`src/rtl/if_stage.sv`:
```
// rtl/if_stage.sv - Instruction fetch stage: pre-IF address generation and IF register with stall buffer
module if_stage #(
    parameter logic [31:0] RESET_PC           = 32'h1c000000,
    parameter int          IF_TO_ID_BUS_WIDTH = 64,
    parameter int          ID_TO_IF_BUS_WIDTH = 33
) (
    input  logic                          clk,
    input  logic                          resetn,
    input  logic                          id_allow_in,
    output logic                          if_to_id_valid,
    output logic [IF_TO_ID_BUS_WIDTH-1:0] if_to_id_bus,
    input  logic [ID_TO_IF_BUS_WIDTH-1:0] id_to_if_bus,
    output logic                          inst_sram_en,
    output logic [3:0]                    inst_sram_we,
    output logic [31:0]                   inst_sram_addr,
    output logic [31:0]                   inst_sram_wdata,
    input  logic [31:0]                   inst_sram_rdata
);
    // Encoding is exactly {if_valid, buf_valid}.
    typedef enum logic [1:0] {
        EMPTY = 2'b00,
        LIVE  = 2'b10,
        HELD  = 2'b11
    } state_e;

    state_e      state_q, state_d;
    logic [31:0] if_pc_q, if_pc_d;
    logic [31:0] inst_buf_q, inst_buf_d;

    logic        br_taken;
    logic [31:0] br_target;
    logic [31:0] nextpc;
    logic [31:0] inst;
    logic        if_valid;
    logic        buf_valid;
    logic        if_ready_go;
    logic        flush;
    logic        if_allow_in;

    assign br_taken  = id_to_if_bus[ID_TO_IF_BUS_WIDTH-1];
    assign br_target = id_to_if_bus[31:0];

    assign if_valid    = (state_q != EMPTY);
    assign buf_valid   = (state_q == HELD);
    assign if_ready_go = 1'b1;
    assign flush       = br_taken;
    assign if_allow_in = !if_valid || (if_ready_go && id_allow_in) || flush;

    assign nextpc = br_taken ? br_target : (if_pc_q + 32'd4);

    assign inst_sram_en    = resetn && if_allow_in;
    assign inst_sram_addr  = nextpc;
    assign inst_sram_we    = 4'b0;
    assign inst_sram_wdata = 32'b0;

    // The SRAM output is only trustworthy for one cycle, so a stalled instruction is served from the buffer.
    assign inst           = buf_valid ? inst_buf_q : inst_sram_rdata;
    assign if_to_id_valid = if_valid && if_ready_go && !flush;
    assign if_to_id_bus   = {if_pc_q, inst};

    always_comb begin
        state_d    = state_q;
        if_pc_d    = if_pc_q;
        inst_buf_d = inst_buf_q;
        if (if_allow_in) begin
            state_d = LIVE;
            if_pc_d = nextpc;
        end else if (state_q == LIVE) begin
            // if_allow_in=0 already implies a valid IF instruction and no flush.
            state_d    = HELD;
            inst_buf_d = inst_sram_rdata;
        end
    end

    always_ff @(posedge clk or negedge resetn) begin
        if (!resetn) begin
            state_q    <= EMPTY;
            if_pc_q    <= RESET_PC - 32'd4;
            inst_buf_q <= 32'b0;
        end else begin
            state_q    <= state_d;
            if_pc_q    <= if_pc_d;
            inst_buf_q <= inst_buf_d;
        end
    end
endmodule

```
`config.mk`:
```
export PLATFORM = sky130hd
export DESIGN_NAME = if_stage
export DESIGN_NICKNAME = d
export VERILOG_FILES = /design/src/rtl/if_stage.sv
export SDC_FILE = /design/constraint.sdc
export NUM_CORES = 1
export LEC_CHECK = 0
export BUFFER_PORTS_ARGS = -buffer_cell sky130_fd_sc_hd__buf_2
export CAP_MARGIN = 10
export CORE_UTILIZATION = 50
export CTS_BUF_LIST = sky130_fd_sc_hd__clkbuf_8
export DETAILED_ROUTE_END_ITERATION = 6
export PLACE_DENSITY_LB_ADDON = 0.15
export SETUP_SLACK_MARGIN = 0.15
export SYNTH_ARGS = -nofsm -noshare
export SYNTH_HDL_FRONTEND = slang
export SYNTH_SLANG_ARGS = --single-unit
```
`constraint.sdc`:
```
create_clock -name clk -period 3.15 [get_ports clk]
set_input_delay 0.4725 -clock clk [delete_from_list [all_inputs] [get_ports clk]]
set_output_delay 0.4725 -clock clk [all_outputs]
set_load 0.05 [all_outputs]
```
==> results.sh <==
export IMPL_worst_ep_arrival_time_ns=2.45
export IMPL_violations="DRC"
export IMPL_grt_pass1_vias=4106
export IMPL_crit_family="simple AND/OR/NAND/NOR gates"
export IMPL_yosysWarnings=0
export IMPL_fillers=731
export IMPL_clk_latency_ns=0.35
export IMPL_ff_latch_area_sq_um=1690
export IMPL_drv_slew=0
export IMPL_drv_cap=0
export IMPL_maxSlewHeadroom_pct=42.1
export IMPL_status="finished, violations left"
export IMPL_crit_required_ns=2.68
export IMPL_yosys_register_bits=66
export IMPL_finalSetupViolCount=0
export IMPL_die_area_sq_um=9590
export IMPL_post_dp_hpwl_mm=9.06
export IMPL_antenna_found_initial=0
export IMPL_grt_max_degree=67
export IMPL_grt_overflow_total=0
export IMPL_portBuffers=165
export IMPL_critPathKind="flop to primary output"
export IMPL_hold_violations=0
export IMPL_via_per_inst=5.68
export IMPL_place_congestion=0.872
export IMPL_worst_slew_pin_slew_ns=0.869
export IMPL_fin_area_sq_um=5980
export IMPL_cts_root_buf="clkbuf_8"
export IMPL_cts_buffers=9
export IMPL_rsz0062_at_grt="yes"
export IMPL_die_height_microns=97.9
export IMPL_nets=704
export IMPL_start_util_pct=52.2
export IMPL_fmax_mhz=342
export IMPL_regToRegSetupSlack_ns=0.92
export IMPL_clk_pin_slew_ns=0.08
export IMPL_die_x_microns=97.9
export IMPL_crit_chain="ha_4 -> nand3_4 -> or2_4 -> or4_1 -> a31oi_2 -> buf_6"
export IMPL_syn_area_sq_um=4600
export IMPL_yosysSeqAreaShare_pct=36.6
export IMPL_grt_pass1_wl_mm=20.0
export IMPL_placed_area_sq_um=5540
export IMPL_drtIter0Drc=164
export IMPL_grt_met3_usage_pct=6.37
export IMPL_min_period_over_period_pct=92.8
export IMPL_cts_tree="yes"
export IMPL_worstHoldPathType="input pin to asynchronous set/reset pin"
export IMPL_tns_ns=0
export IMPL_finClkSkew_ns=0.00915
export IMPL_grtUsageMet2_pct=44.4
export IMPL_core_sq_um=8810
export IMPL_endpoint_kind="primary output"
export IMPL_grtUsageTotal_pct=25.9
export IMPL_drc_errors=14
export IMPL_synthCells=465
export IMPL_cts_path_max_buffers=2
export IMPL_cellPowerDensity_nw_per_um2=562
export IMPL_clkSinkCount=66
export IMPL_grt_use_met1_pct=31.6
export IMPL_slowest_delay_ns=0.66
export IMPL_wl_per_cell_microns=16.7
export IMPL_htree_levels=3
export IMPL_cp_num_buf_inv=1
export IMPL_r2r_start="state_q[0]"
export IMPL_syn_to_final_growth_pct=30.0
export IMPL_cp_start_kind="flop"
export IMPL_critical_path_slowest_cell="dfstp_4"
export IMPL_final_antenna_net_count=0
export IMPL_synth_area_per_cell_sq_um=9.89
export IMPL_drt_wl_total_mm=12.5
export IMPL_cp_max_fo=7
export IMPL_drive_gt1_share_pct=55.8
export IMPL_synth_cell_types=50
export IMPL_multi_input_area_sq_um=2820
export IMPL_reg2reg_depth=4
export IMPL_core_rowCount=34
export IMPL_pin_count=202
export IMPL_first_pass_iters=7
export IMPL_ir_drop_v=0.000358
export IMPL_ctsHoldBuffers=0
export IMPL_antenna_cells=0
export IMPL_dr_total_vias=4249
export IMPL_rr_endpoint="if_pc_q[20]"
export IMPL_grt_busiest_layer="met2"
export IMPL_period_minus_slack_ns=2.92
export IMPL_p_leak_nw=2.56
## layout by cell type, fill, tap and decap left out, types with 3 or more instances in the layout
cell,synthesis,final
buf_2,6,157
mux2_2,87,87
dfrtp_1,40,40
conb_1,1,36
nor2_1,30,30
buf_4,36,29
dfstp_2,26,25
nand2_1,15,15
nor3_1,22,15
nand4_1,14,14
nand3_1,13,12
a31oi_1,16,12
o21ai_0,11,11
nor4_1,10,9
o31ai_1,10,9
a211oi_1,11,9
clkbuf_8,0,9
or4_1,10,8
xnor2_1,8,8
and4_1,11,7
xor2_1,7,7
a311oi_1,7,6
buf_6,2,6
inv_1,4,5
and3_1,5,5
nor3_2,0,5
or3_1,5,5
and4_2,0,4
nor2b_1,4,4
a21oi_1,5,4
a31oi_2,0,3
or2_2,3,3
bufinv_16,0,3
## per-stage QoR
| step | hold slack [ns] | power [mW] | std cells | setup WS [ns] | utilization, % |
|---|---|---|---|---|---|
| floorplan | 0.177 | 2.19 | 500 | 0.0780 | - |
| finish | 0.361 | 3.36 | 748 | 0.228 | 67.9 |
| CTS | 0.356 | 3.35 | 737 | 0.153 | 66.3 |
| global route | 0.362 | 3.49 | 748 | 0.141 | 67.9 |
| global placement | 0.485 | 2.42 | 718 | 0.296 | 62.9 |
| detailed placement | 0.494 | 2.45 | 718 | 0.237 | 62.9 |
## routing by layer
| metal | vias up | share of wire, % | wire, microns |
|---|---|---|---|
| li1 | 2016 | - | - |
| met1 | 2035 | 41 | 5140 |
| met2 | 180 | 49 | 6070 |
| met3 | 18 | 8.1 | 1010 |
| met4 | 0 | 1.9 | 243 |
| met5 | - | 0 | 0 |
## what timing repair did
item                       CTS  global route
setup buffers                3            11
setup endpoints to repair    5            11
resized for setup           10            19
pin swaps                    2             4
## sequential cells by signal (all words and copies together), names as in the netlist
signal / count
inst_buf_q: 32
state_q: 2
if_pc_q: 32
## Yosys cell counts, drive strengths merged
library cell	count	area share, %
and2	1	0.14
dfstp	26	15
or4	10	1.6
a211oi	11	1.8
o21ai	11	1.2
a21oi	5	0.54
o2bb2ai	1	0.19
ha	1	0.27
dfrtp	40	22
nor3	22	2.4
nor4b	3	0.71
xnor2	8	1.5
nand4	15	2.2
xor2	7	1.3
clkbuf	17	1.4
a221oi	1	0.19
and4	11	2.1
nor4	11	1.6
or2	4	0.54
conb	1	0.082
nor2b	4	0.54
mux2	87	21
o21ba	1	0.22
nor2	30	2.4
nand2b	2	0.27
a22o	1	0.19
a311oi	7	1.3
nor3b	1	0.16
nor4bb	1	0.22
o31a	1	0.19
nand3	14	1.6
a31oi	16	2.2
and3	5	0.68
o21bai	1	0.16
o31ai	10	1.6
a41oi	1	0.19
o41a	1	0.24
nand2	15	1.2
buf	52	7.7
or3	5	0.68
inv	4	0.33
## how the worst max path moves through the flow
stage                startpoint            endpoint  slack [ns]  cells after the start
finish               if_pc_q[2]  inst_sram_addr[28]        0.23                      6
global route         if_pc_q[2]  inst_sram_addr[16]        0.14                      7
CTS                  if_pc_q[2]  inst_sram_addr[28]        0.15                      6
detailed placement   if_pc_q[2]  inst_sram_addr[30]        0.24                      6
global placement     if_pc_q[2]  inst_sram_addr[16]        0.30                      7
floorplan           if_pc_q[10]  inst_sram_addr[29]        0.08                      5
## worst register-to-register path, stage by stage, from the launching register on
cell and delay, ns:
dfrtp_1 0.45, o21bai_1 0.45, nand4_1 0.51, or4_1 0.57, a31oi_1 0.17
## report_power, final
part / internal [mW] / leakage (nW) / switching (mW)
Clock: 0.526 / 0.121 / 0.359
Sequential: 1.01 / 0.742 / 0.139
Combinational: 0.396 / 1.70 / 0.928
## layout make-up
class | instances | share of cell area (%)
tap | 108 | 2.26
clock buffer | 9 | 2.07
sequential | 66 | 28.2
multi-input combinational | 361 | 47.2
timing repair buffer | 193 | 18.0
clock inverter | 7 | 1.99
inverter | 4 | 0.251
## cells by family (layout without fill, tap and decap cells)
| logic type | Yosys count | after routing | share of synthesized area (%) |
|---|---|---|---|
| compound gates | 68 | 68 | 10.3 |
| xor+xnor | 15 | 15 | 2.86 |
| fa+ha+maj | 1 | 1 | 0.272 |
| buf+inv | 73 | 213 | 9.44 |
| flops | 66 | 66 | 36.6 |
| mux | 87 | 87 | 21.3 |
| other cells | 1 | 36 | 0.0815 |
| simple gates | 154 | 154 | 19.2 |
(Power assumes the default switching activity.)
